`src/rtl/pipe_pkg.sv`:
```
// Shared types and constants for the MIPS pipeline MEM stage.
package pipe_pkg;
    localparam int DATA_W = 32;
    localparam int REG_W  = 5;

    localparam logic [DATA_W-1:0] MEM_ERR_DATA = 32'hDEAD_BEEF;

    typedef enum logic {
        IDLE    = 1'b0,
        WAIT_RD = 1'b1
    } mem_state_t;
endpackage

```
`src/rtl/pipe_mw_reg.sv`:
```
// MEM/WB pipeline register; a bubble kills the write enables and holds the data fields.
import pipe_pkg::*;

module pipe_mw_reg (
    input  logic              clock,
    input  logic              resetn,
    input  logic              i_bubble,
    input  logic              i_wreg,
    input  logic              i_m2reg,
    input  logic [DATA_W-1:0] i_alu,
    input  logic [DATA_W-1:0] i_mo,
    input  logic [REG_W-1:0]  i_rn,
    output logic              o_wreg,
    output logic              o_m2reg,
    output logic [DATA_W-1:0] o_alu,
    output logic [DATA_W-1:0] o_mo,
    output logic [REG_W-1:0]  o_rn
);
    logic              r_wreg;
    logic              r_m2reg;
    logic [DATA_W-1:0] r_alu;
    logic [DATA_W-1:0] r_mo;
    logic [REG_W-1:0]  r_rn;

    always_ff @(posedge clock or negedge resetn) begin
        if (!resetn) begin
            r_wreg  <= 1'b0;
            r_m2reg <= 1'b0;
            r_alu   <= '0;
            r_mo    <= '0;
            r_rn    <= '0;
        end else if (i_bubble) begin
            r_wreg  <= 1'b0;
            r_m2reg <= 1'b0;
        end else begin
            r_wreg  <= i_wreg;
            r_m2reg <= i_m2reg;
            r_alu   <= i_alu;
            r_mo    <= i_mo;
            r_rn    <= i_rn;
        end
    end

    assign o_wreg  = r_wreg;
    assign o_m2reg = r_m2reg;
    assign o_alu   = r_alu;
    assign o_mo    = r_mo;
    assign o_rn    = r_rn;
endmodule

```
`src/rtl/pipe_mem_stage.sv`:
```
// MIPS MEM stage: data-memory req/gnt/rvalid handshake, pipeline stall and MEM/WB register.
// Optional MEM_TIMEOUT_EN: forced load completion with sticky bus_err after TIMEOUT_CYCLES.
import pipe_pkg::*;

module pipe_mem_stage #(
    parameter int ADDR_W         = 32,
    parameter int TIMEOUT_CYCLES = 16
) (
    input  logic              clock,
    input  logic              resetn,
    input  logic              mwreg,
    input  logic              mm2reg,
    input  logic              mwmem,
    input  logic [DATA_W-1:0] malu,
    input  logic [DATA_W-1:0] mb,
    input  logic [REG_W-1:0]  mrn,
    output logic              dmem_req,
    output logic              dmem_we,
    output logic [ADDR_W-1:0] dmem_addr,
    output logic [DATA_W-1:0] dmem_wdata,
    input  logic              dmem_gnt,
    input  logic              dmem_rvalid,
    input  logic [DATA_W-1:0] dmem_rdata,
    output logic              mem_stall,
    output logic              wwreg,
    output logic              wm2reg,
    output logic [DATA_W-1:0] wmo,
    output logic [DATA_W-1:0] walu,
    output logic [REG_W-1:0]  wrn,
    output logic              bus_err
);
    mem_state_t        r_state;
    mem_state_t        w_next;
    logic              w_mem_op;
    logic              w_ld_done;
    logic              w_timeout;
    logic [DATA_W-1:0] w_mo;

    assign w_mem_op   = mm2reg | mwmem;
    assign dmem_we    = mwmem;
    assign dmem_addr  = malu[ADDR_W-1:0];
    assign dmem_wdata = mb;

    always_ff @(posedge clock or negedge resetn) begin
        if (!resetn) r_state <= IDLE;
        else         r_state <= w_next;
    end

    always_comb begin
        w_next    = r_state;
        dmem_req  = 1'b0;
        mem_stall = 1'b0;
        w_ld_done = 1'b0;
        case (r_state)
            IDLE: begin
                if (w_mem_op) begin
                    dmem_req = 1'b1;
                    // a granted store retires now; a granted load waits for rvalid
                    if (!dmem_gnt) begin
                        mem_stall = 1'b1;
                    end else if (!mwmem) begin
                        mem_stall = 1'b1;
                        w_next    = WAIT_RD;
                    end
                end
            end
            WAIT_RD: begin
                if (dmem_rvalid) begin
                    w_ld_done = 1'b1;
                    w_next    = IDLE;
                end else if (w_timeout) begin
                    w_next    = IDLE;
                end else begin
                    mem_stall = 1'b1;
                end
            end
            default: w_next = IDLE;
        endcase
    end

`ifdef MEM_TIMEOUT_EN
    localparam int CNT_W = $clog2(TIMEOUT_CYCLES + 1);

    logic [CNT_W-1:0] r_cnt;
    logic             r_bus_err;

    assign w_timeout = (r_state == WAIT_RD) && !dmem_rvalid &&
                       (r_cnt == CNT_W'(TIMEOUT_CYCLES));

    // held at zero outside WAIT_RD so every entry starts a fresh count
    always_ff @(posedge clock or negedge resetn) begin
        if (!resetn) begin
            r_cnt     <= '0;
            r_bus_err <= 1'b0;
        end else begin
            if (r_state != WAIT_RD || dmem_rvalid || w_timeout) r_cnt <= '0;
            else                                                r_cnt <= r_cnt + 1'b1;
            if (w_timeout) r_bus_err <= 1'b1;
        end
    end

    assign bus_err = r_bus_err;
`else
    assign w_timeout = 1'b0;
    assign bus_err   = 1'b0;
`endif

    assign w_mo = w_ld_done ? dmem_rdata :
                  w_timeout ? MEM_ERR_DATA : '0;

    pipe_mw_reg u_mw_reg (
        .clock   (clock),
        .resetn  (resetn),
        .i_bubble(mem_stall),
        .i_wreg  (mwreg),
        .i_m2reg (mm2reg),
        .i_alu   (malu),
        .i_mo    (w_mo),
        .i_rn    (mrn),
        .o_wreg  (wwreg),
        .o_m2reg (wm2reg),
        .o_alu   (walu),
        .o_mo    (wmo),
        .o_rn    (wrn)
    );
endmodule

```
`config.mk`:
```
export PLATFORM = sky130hd
export DESIGN_NAME = pipe_mem_stage
export DESIGN_NICKNAME = d
export VERILOG_FILES = /design/src/rtl/pipe_pkg.sv /design/src/rtl/pipe_mw_reg.sv /design/src/rtl/pipe_mem_stage.sv
export SDC_FILE = /design/constraint.sdc
export NUM_CORES = 1
export LEC_CHECK = 0
export BUFFER_PORTS_ARGS = -buffer_cell sky130_fd_sc_hd__buf_2
export CELL_PAD_IN_SITES_DETAIL_PLACEMENT = 1
export CELL_PAD_IN_SITES_GLOBAL_PLACEMENT = 1
export CORE_MARGIN = 3
export CORE_UTILIZATION = 29
export DETAILED_ROUTE_END_ITERATION = 12
export MAX_ROUTING_LAYER = met4
export PLACE_DENSITY = 0.86
export SETUP_SLACK_MARGIN = 0.5
export SLEW_MARGIN = 25
export SYNTH_ARGS = -nofsm -noshare
export SYNTH_HDL_FRONTEND = slang
export SYNTH_SLANG_ARGS = --single-unit
```
`constraint.sdc`:
```
create_clock -name clock -period 1.8 [get_ports clock]
set_clock_uncertainty 0.2 [all_clocks]
set_input_delay 0.18 -clock clock [delete_from_list [all_inputs] [get_ports clock]]
set_output_delay 0.18 -clock clock [all_outputs]
set_load 0.02 [all_outputs]
```
==> results.sh <==
export IMPL_status="finished clean"
export IMPL_syn_cell_area_um2=3297
export IMPL_overflow=0
export IMPL_drive_gt1_share_pct=58.39
export IMPL_power_mw=5.196
export IMPL_num_vias=2618
export IMPL_final_common_cell="buf_2"
export IMPL_grt_pass1_vias=2970
export IMPL_crit_chain="o31ai_4 -> inv_4 -> buf_12 -> buf_8"
export IMPL_viasPerCell=4.460
export IMPL_p_leak_nw=2.746
export IMPL_final_antenna_net_count=0
export IMPL_fp_dieArea_um2=12680
export IMPL_drt_initial_drc_count=126
export IMPL_syn_nets=339
export IMPL_die_y_um=112.6
export IMPL_hold_path_class="input pin to flip-flop"
export IMPL_rows=38
export IMPL_syn2layout_area_growth_pct=57.99
export IMPL_start_kind="flip-flop"
export IMPL_required_ns=1.42
export IMPL_post_route_util_pct=47.43
export IMPL_cts_buffers_inserted=9
export IMPL_power_density_nw_per_um2=997.6
export IMPL_cts_htree_levels=3
export IMPL_grt_start_max_net_pins=39
export IMPL_hpwl_um=6430
export IMPL_track_usage_pct=17.16
export IMPL_cpMaxStageDelayCell="dfrtp_2"
export IMPL_cp_num_buf_inv=3
export IMPL_hold_ws_ns=0.04011
export IMPL_n_antenna_cell=0
export IMPL_ys_types=15
export IMPL_critPathCaptureType="primary output"
export IMPL_setup_viol=0
export IMPL_dieWidth_um=112.6
export IMPL_rsz0062_at_grt="yes"
export IMPL_path_clk_slew_ns=0.06
export IMPL_cp_slowest_stage_delay_ns=0.44
export IMPL_fmax_mhz=574.8
export IMPL_ys_ff_latch=72
export IMPL_core_area_um2=10980
export IMPL_syn_area_per_cell_um2=14.27
export IMPL_peakVddDrop_mv=0.3624
export IMPL_synth_cells=231
export IMPL_final_area_um2=5209
export IMPL_cap_viol_max_count=0
export IMPL_cts_sinks=72
export IMPL_wl_per_cell_um=18.76
export IMPL_nets=551
export IMPL_grt_antenna_before_repair=0
export IMPL_cts_tree="yes"
export IMPL_crit_family="flip-flops"
export IMPL_yosysSeqAreaShare_pct=54.65
export IMPL_path_max_fanout=5
export IMPL_drv_slew=0
export IMPL_layout_cells_non_filler=587
export IMPL_period_needed_ns=1.740
export IMPL_critical_path_class="flip-flop to primary output"
export IMPL_drcViolationCount=0
export IMPL_wirelength_um=11010
export IMPL_start_util_pct=30.02
export IMPL_clock_path_buffers=2
export IMPL_port_buffer_count=181
export IMPL_root_buffer="clkbuf_16"
export IMPL_post_route_period_util_pct=96.65
export IMPL_crit_arrival_ns=1.36
export IMPL_placed_cell_area_um2=3899
export IMPL_dp_cells=480
export IMPL_clock_latency_ns=0.32
export IMPL_hold_viol=0
export IMPL_grt_pass1_wl_um=16480
export IMPL_yosysWarnings=0
export IMPL_top_level_ports=247
export IMPL_firstDrtPassIters=4
export IMPL_place_congestion=0.7238
export IMPL_layout_common_cells="buf_2, dlygate4sd3_1, dfrtp_1"
-- layout make-up --
class                           count  area (um^2)
Clock buffer                       10        239.0
Clock inverter                      5        56.30
Fill cell                        1187         5774
Inverter                            1        6.256
Multi-Input combinational cell     81        927.1
Sequential cell                    72         1803
Tap cell                          140        175.2
Timing Repair Buffer              278         2002
-- worst paths after layout --
check / startpoint / to / slack (ns) / depth (start not counted)
worst max-delay path: r_state$_DFF_PN0_ / mem_stall / 0.06 / 4
worst min-delay path: mwmem / r_state$_DFF_PN0_ / 0.04 / 4
worst max register to register: r_state$_DFF_PN0_ / u_mw_reg.o_alu[13]$_DFFE_PN0N_ / 0.09 / 5
worst min register to register: u_mw_reg.o_mo[16]$_DFFE_PN0N_ / u_mw_reg.o_mo[16]$_DFFE_PN0N_ / 0.30 / 1
max in group asynchronous: resetn / u_mw_reg.o_alu[13]$_DFFE_PN0N_ / 0.65 / 3
min in group asynchronous: resetn / u_mw_reg.o_alu[1]$_DFFE_PN0N_ / 0.17 / 2
-- sequential cells by signal, indices dropped and copies added, names as in the netlist --
| name | flops |
|---|---|
| u_mw_reg.o_alu | 32 |
| u_mw_reg.o_wreg | 1 |
| u_mw_reg.o_rn | 5 |
| u_mw_reg.o_m2reg | 1 |
| r_state | 1 |
| u_mw_reg.o_mo | 32 |
-- worst min-delay path, cell delays in order --
cell and delay (ns):
buf_2 0.11, nor2b_1 0.09, nand2_1 0.08, mux2i_1 0.06
-- cell usage after synthesis --
cell type / instances / area [um^2]
nor2_1: 2 / 7.510
buf_6: 4 / 45.04
a22o_1: 32 / 280.3
dfrtp_1: 72 / 1802
and2_1: 3 / 18.77
inv_2: 1 / 3.750
o31ai_4: 1 / 21.27
mux2_4: 37 / 555.5
buf_4: 66 / 495.5
nand2_1: 2 / 7.510
buf_2: 6 / 30.03
nor2b_1: 2 / 12.51
conb_1: 1 / 3.750
clkbuf_1: 1 / 3.750
mux2i_1: 1 / 10.01
-- metrics by stage --
stage / worst slack [ns] / TNS (ns)
detailed placement: 0.003431 / 0
global route: 0.005155 / 0
floorplan: 0.2819 / 0
CTS: -0.05385 / -0.8225
finish: 0.06033 / 0
global placement: 0.07679 / 0
-- cell families (layout without fill, tap and decap cells) --
family	count (synthesis)	count (layout)	synth area share, %
compound gates	33	33	9.146
buf+inv	78	294	17.53
flops	72	72	54.65
mux	38	38	17.15
other cells	1	1	0.1137
simple gates	9	9	1.404
-- per-layer routing --
| metal | global-route usage, % | part of all wire (%) | vias up |
|---|---|---|---|
| met3 | 4.043 | 7.3 | 41 |
| met4 | 6.891 | 2.6 | 0 |
| met5 | - | 0 | - |
| met2 | 31.04 | 55 | 144 |
| li1 | - | - | 1157 |
| met1 | 17.85 | 35 | 1276 |
-- repair_timing --
| action | in CTS | in global routing |
|---|---|---|
| cloned | 3 | 3 |
| buffers inserted | 9 | 3 |
| hold endpoints to repair | 106 | 0 |
| hold buffers | 74 | 0 |
| resized for setup | 7 | 8 |
| endpoints found under the setup margin | 71 | 72 |
| pin swaps | 2 | 2 |
-- power breakdown --
group	leakage, nW	total, mW	internal, mW	switching (mW)
sequential	0.904	1.95	1.82	0.126
clock	0.145	1.77	1.10	0.665
combinational	1.70	1.48	0.750	0.732
total	2.75	5.20	3.67	1.52
(Power assumes the default switching activity.)
